### config.mk
export PLATFORM = sky130hd
export DESIGN_NAME = gbp_branch_sequencer
export DESIGN_NICKNAME = d
export VERILOG_FILES = /design/src/rtl/bp_pkg.sv /design/src/rtl/bp_branch_queue.sv /design/src/rtl/gbp_branch_sequencer.sv
export SDC_FILE = /design/constraint.sdc
export NUM_CORES = 1
export LEC_CHECK = 0
export CORE_ASPECT_RATIO = 0.5
export CORE_MARGIN = 1.5
export CORE_UTILIZATION = 46
export DETAILED_ROUTE_END_ITERATION = 12
export HOLD_SLACK_MARGIN = 0.02
export PLACE_DENSITY = 0.75
export SYNTH_ARGS = -nofsm -noshare
export SYNTH_HDL_FRONTEND = slang
export SYNTH_HIERARCHICAL = 1
export SYNTH_SLANG_ARGS = --single-unit
### constraint.sdc
create_clock -name clk -period 2.7 [get_ports clk]
set_clock_uncertainty 0.15 [all_clocks]
set_input_delay 0.54 -clock clk [delete_from_list [all_inputs] [get_ports clk]]
set_output_delay 0.54 -clock clk [all_outputs]
set_load 0.03 [all_outputs]
### src/rtl/bp_pkg.sv
// Shared types and constants for the global-history branch sequencer.
package bp_pkg;

    typedef enum logic {
        ST_RUN   = 1'b0,
        ST_FLUSH = 1'b1
    } seq_state_e;

    localparam int BP_DEFAULT_DEPTH = 8;

endpackage

### src/rtl/bp_branch_queue.sv
// Circular queue of predicted directions; tag is the write index.
// Pushes and pops take effect at the next edge; head data is combinational; the caller owns full/empty gating.
module bp_branch_queue #(
    parameter int DEPTH = 8,
    parameter int TAG_W = $clog2(DEPTH)
) (
    input  logic             clk,
    input  logic             rst,
    input  logic             push_vld,
    input  logic             push_dat,
    input  logic             pop_vld,
    input  logic             pop_flush,
    output logic             head_dat,
    output logic [TAG_W-1:0] wr_ptr,
    output logic [TAG_W-1:0] rd_ptr,
    output logic [TAG_W:0]   count,
    output logic             full,
    output logic             empty
);

    logic [DEPTH-1:0] mem_q, mem_d;
    logic [TAG_W-1:0] wr_ptr_q, wr_ptr_d;
    logic [TAG_W-1:0] rd_ptr_q, rd_ptr_d;
    logic [TAG_W:0]   count_q, count_d;

    always_comb begin
        mem_d    = mem_q;
        wr_ptr_d = wr_ptr_q;
        rd_ptr_d = rd_ptr_q;
        count_d  = count_q;
        if (push_vld) begin
            mem_d[wr_ptr_q] = push_dat;
            wr_ptr_d        = wr_ptr_q + TAG_W'(1);
        end
        if (pop_vld) begin
            rd_ptr_d = rd_ptr_q + TAG_W'(1);
        end
        if (push_vld && !pop_vld) begin
            count_d = count_q + (TAG_W+1)'(1);
        end else if (pop_vld && !push_vld) begin
            count_d = count_q - (TAG_W+1)'(1);
        end
        // A flush pops the head and discards every younger entry.
        if (pop_vld && pop_flush) begin
            wr_ptr_d = rd_ptr_q + TAG_W'(1);
            count_d  = '0;
        end
    end

    always_ff @(posedge clk or posedge rst) begin
        if (rst) begin
            mem_q    <= '0;
            wr_ptr_q <= '0;
            rd_ptr_q <= '0;
            count_q  <= '0;
        end else begin
            mem_q    <= mem_d;
            wr_ptr_q <= wr_ptr_d;
            rd_ptr_q <= rd_ptr_d;
            count_q  <= count_d;
        end
    end

    assign head_dat = mem_q[rd_ptr_q];
    assign wr_ptr   = wr_ptr_q;
    assign rd_ptr   = rd_ptr_q;
    assign count    = count_q;
    assign full     = (count_q == (TAG_W+1)'(DEPTH));
    assign empty    = (count_q == '0);

endmodule

### src/rtl/gbp_branch_sequencer.sv
// Arbitrates one shared predictor between fetch predictions and in-order resolutions, squashing on mispredict.
// Response one cycle after accept; update/mispredict same cycle; resolutions win over predictions, full stalls fetch.
module gbp_branch_sequencer
    import bp_pkg::*;
#(
    parameter int DEPTH = BP_DEFAULT_DEPTH,
    parameter int TAG_W = $clog2(DEPTH)
) (
    input  logic             clk,
    input  logic             rst,
    input  logic             pred_req_valid,
    output logic             pred_req_ready,
    output logic             pred_rsp_valid,
    output logic             pred_rsp_taken,
    output logic [TAG_W-1:0] pred_rsp_tag,
    input  logic             res_valid,
    output logic             res_ready,
    input  logic [TAG_W-1:0] res_tag,
    input  logic             res_taken,
    output logic             bp_predict_request,
    input  logic             bp_predicted_taken,
    output logic             bp_update_enable,
    output logic             bp_actual_taken,
    output logic             mispredict_valid,
    output logic [TAG_W-1:0] mispredict_tag,
    output logic [TAG_W:0]   inflight_count,
    output logic             seq_error
);

    seq_state_e       state_q, state_d;
    logic             rsp_vld_q, rsp_vld_d;
    logic             rsp_taken_q, rsp_taken_d;
    logic [TAG_W-1:0] rsp_tag_q, rsp_tag_d;
    logic             seq_error_q, seq_error_d;

    logic             pred_acc;
    logic             res_acc;
    logic             pop_vld;
    logic             mispredict;
    logic             head_dat;
    logic [TAG_W-1:0] wr_ptr;
    logic [TAG_W-1:0] rd_ptr;
    logic [TAG_W:0]   count;
    logic             full;
    logic             empty;

    bp_branch_queue #(
        .DEPTH (DEPTH),
        .TAG_W (TAG_W)
    ) u_queue (
        .clk       (clk),
        .rst       (rst),
        .push_vld  (pred_acc),
        .push_dat  (bp_predicted_taken),
        .pop_vld   (pop_vld),
        .pop_flush (mispredict),
        .head_dat  (head_dat),
        .wr_ptr    (wr_ptr),
        .rd_ptr    (rd_ptr),
        .count     (count),
        .full      (full),
        .empty     (empty)
    );

    always_comb begin
        state_d     = state_q;
        rsp_vld_d   = 1'b0;
        rsp_taken_d = rsp_taken_q;
        rsp_tag_d   = rsp_tag_q;
        seq_error_d = seq_error_q;

        res_ready      = (state_q == ST_RUN);
        // A pending resolution blocks lookup so the predictor sees the updated history first.
        pred_req_ready = (state_q == ST_RUN) && !full && !res_valid;

        pred_acc   = pred_req_valid && pred_req_ready;
        res_acc    = res_valid && res_ready;
        pop_vld    = res_acc && !empty;
        mispredict = pop_vld && (res_taken != head_dat);

        if (pred_acc) begin
            rsp_vld_d   = 1'b1;
            rsp_taken_d = bp_predicted_taken;
            rsp_tag_d   = wr_ptr;
        end

        if (res_acc && (empty || (res_tag != rd_ptr))) begin
            seq_error_d = 1'b1;
        end

        case (state_q)
            ST_RUN:   state_d = mispredict ? ST_FLUSH : ST_RUN;
            ST_FLUSH: state_d = ST_RUN;
            default:  state_d = ST_RUN;
        endcase
    end

    always_ff @(posedge clk or posedge rst) begin
        if (rst) begin
            state_q     <= ST_RUN;
            rsp_vld_q   <= 1'b0;
            rsp_taken_q <= 1'b0;
            rsp_tag_q   <= '0;
            seq_error_q <= 1'b0;
        end else begin
            state_q     <= state_d;
            rsp_vld_q   <= rsp_vld_d;
            rsp_taken_q <= rsp_taken_d;
            rsp_tag_q   <= rsp_tag_d;
            seq_error_q <= seq_error_d;
        end
    end

    assign bp_predict_request = pred_acc;
    assign bp_update_enable   = pop_vld;
    assign bp_actual_taken    = res_taken;
    assign mispredict_valid   = mispredict;
    assign mispredict_tag     = res_tag;
    assign pred_rsp_valid     = rsp_vld_q;
    assign pred_rsp_taken     = rsp_taken_q;
    assign pred_rsp_tag       = rsp_tag_q;
    assign inflight_count     = count;
    assign seq_error          = seq_error_q;

endmodule

==> results <==
-- synth_stat cells (3+ instances only) --
master / number
a21oi_1: 5
buf_4: 4
dfrtp_1: 25
ha_1: 4
inv_1: 6
mux2_2: 10
mux2_4: 4
mux2i_1: 4
nand2_1: 7
nand2b_1: 3
nand3_1: 3
nor2_1: 7
nor3_1: 3
xnor2_1: 4
xor2_1: 7
-- layout make-up --
class | count | area (um2)
sequential | 25 | 632
multi-input combinational | 87 | 787
clock inverter | 1 | 5.00
fill | 248 | 1130
tap | 40 | 50.0
timing repair buffer | 35 | 327
inverter | 6 | 22.5
clock buffer | 3 | 41.3
-- cells by family (layout without fill, tap and decap cells) --
kind of cell | after synthesis | in the layout
flip-flops | 25 | 25
AO/OA/AOI/OAI | 13 | 13
XOR/XNOR | 11 | 11
buffers and inverters | 16 | 45
multiplexers | 20 | 20
AND/OR/NAND/NOR | 38 | 38
adder cells (fa/ha/maj) | 5 | 5
-- state kept, by name, indices dropped and copies added, names as in the netlist --
name            cells
seq_error           1
pred_rsp_tag        3
pred_rsp_valid      1
u_queue/mem_q       8
u_queue/count       4
pred_rsp_taken      1
u_queue/wr_ptr      3
state_q             1
u_queue/rd_ptr      3
-- metal layers --
metal / vias up / wire (um) / track usage [%]
met2: 9 / 1460 / 33.1
met4: 0 / 23 / 4.07
met5: - / 0 / 0
met1: 510 / 1430 / 27.6
met3: 4 / 56 / 3.91
li1: 507 / - / -
-- worst reg2reg max path, stage by stage (launching register included) --
cell	delay, ps
dfrtp_2	420
mux4_2	510
mux2_4	300
xnor2_2	190
nor3_2	60
or4b_1	470
a221o_1	340
nand3_1	90
-- how the worst max path moves through the flow --
stage	start	endpoint	cells past startpoint
6_report	u_queue/rd_ptr[0]$_DFFE_PP0P_	mispredict_valid	6
5_1_grt	u_queue/rd_ptr[0]$_DFFE_PP0P_	mispredict_valid	6
4_1_cts	u_queue/rd_ptr[0]$_DFFE_PP0P_	mispredict_valid	6
3_5_place_dp	res_valid	u_queue/count[3]$_DFFE_PP0P_	8
3_3_place_gp	u_queue/rd_ptr[0]$_DFFE_PP0P_	u_queue/count[3]$_DFFE_PP0P_	7
2_1_floorplan	u_queue/count[3]$_DFFE_PP0P_	u_queue/count[3]$_DFFE_PP0P_	11
-- power by group --
part | switching (mW) | total, mW | internal (mW)
logic | 0.612 | 1.31 | 0.693
registers | 0.238 | 0.796 | 0.558
clock network | 0.129 | 0.233 | 0.104
-- timing repair --
item	CTS	global route
endpoints found under the setup margin	1	2
hold buffers	0	0
buffers inserted	1	0
gates resized for setup	3	1
==> metrics.yaml <==
outcome:
  status: "finished with violations"
  violations: "setup timing"
routing:
  post-route-drc-count: 0
  dr.pass1.iters: 4
  wl_per_cell_um: 15.1
  drtIter0Drc: 15
  vias: 1030
  wl_mm: 2.97
  postRouteAntennaNets: 0
  viasPerCell: 5.23
logic_synthesis:
  synth-compound-area-share_pct: 5.74
  yosys_most_used_dff: "dfrtp_1"
  synth_area_leaders: "dfrtp_1 43%, mux2_2 7.8%, xor2_1 4.3%"
  synth_top_family_by_area: "multiplexers"
  async_reset_ff_share_pct: 100
  yosysSeqAreaShare_pct: 43.5
  synth_nets: 142
  avgSynthCellArea_um2: 11.2
  yosysWarnings: 6
  synth_simple_gate_area_share_pct: 15.4
  synthAdderAreaFrac_pct: 4.87
  netlist_area_mm2: 0.00144
  ys_seq_elements: 25
  synth_area_leader_cell: "dfrtp_1"
  ys_types: 39
  muxShareOfSynthArea_pct: 17.9
  synth_top_area_share_pct: 43.5
  synth_edf_count: 0
  syn-instance-count: 128
  synth-xor-area-share_pct: 6.70
clock_network:
  htreeDepth: 1
  clk_latency_ps: 270
  clock-root-buffer: "clkbuf_8"
  cts_buffer_depth: 2
  clk_pin_slew_ps: 90
  clock_sinks: 25
  cts_tree: "built"
  cts_made_buffers: 3
die:
  rows: 14
  fp.coreArea_mm2: 0.00300
  dieArea_mm2: 0.00349
  initial_utilization_pct: 48.0
  io_pins: 28
  die_y_um: 42.5
  die_w_um: 82.1
critical_path:
  crit_required_ps: 2010
  path_delay_family: "multiplexers"
  setup.worst_path.class: "flip-flop to primary output"
  regToRegEndpoint: "u_queue/count[3]$_DFFE_PP0P_"
  critPathArrivalTime_ps: 2060
  crit_path_start_kind: "flip-flop"
  cp_max_fo: 3
  rr_worst_depth: 7
  crit_buf_inv: 2
  crit_chain: "mux4_2 > mux2_4 > xnor2_2 > nor3_2 > buf_4 > buf_6"
  rr_startpoint: "u_queue/rd_ptr[0]$_DFFE_PP0P_"
  crit_path_end_kind: "primary output"
  r2r_setup_slack_ps: 110
  slowest_stage: "mux4_2"
  critPathMaxStageDelay_ps: 510
layout:
  layout_common_cells: "24 x clkdlybuf4s50_1, 20 x dfrtp_1, 10 x buf_4"
  diodes: 0
  area_growth_pct: 29.6
  final_common_cell: "clkdlybuf4s50_1"
  design_area_mm2: 0.00186
  nets: 172
  post-route-util_pct: 62.2
  final_cell_count_no_fill: 197
  drive_gt1_share_pct: 28.7
pwr:
  power_density_mw_per_mm2: 1250
  total_power_mw: 2.33
  p_leak_nw: 0.801
  ir_drop_mv: 0.613
flow_run:
  max_cap_violations: 0
global_routing:
  track_usage_pct: 20.1
  grt_pass1_vias: 1027
  grt_max_degree: 19
  grt_pass1_wl_mm: 5.21
  antenna_found_initial: 0
  gr-total-overflow: 0
timing:
  fin_setup_tns_ps: -49.8
  fmax_mhz: 364
  layout_setup_ws_ps: -49.8
  hold_violations: 0
  slew_violations: 0
  worstMarginPinSlew_ps: 747
  period_share_pct: 102
  setup-violations-final: 1
  period_needed_ps: 2750
  slew-limit-headroom_pct: 50.1
  rsz0062_at_grt: "yes"
  whs_ps: 340
hold_path:
  hold_path_end: "seq_error$_DFFE_PP0P_"
  worstHoldStart: "seq_error$_DFFE_PP0P_"
  hold_path_depth: 1
  hold_path_class: "flip-flop to flip-flop"
placed_design:
  place.gp.congestion: 0.759
  portBuffers: 27
  dp.cells: 192
  place_area_mm2: 0.00179
  dp_hpwl_mm: 2.16
  pre_cts_slack_ps: -17.8
No activity file was read; power rests on OpenSTA's default activity.
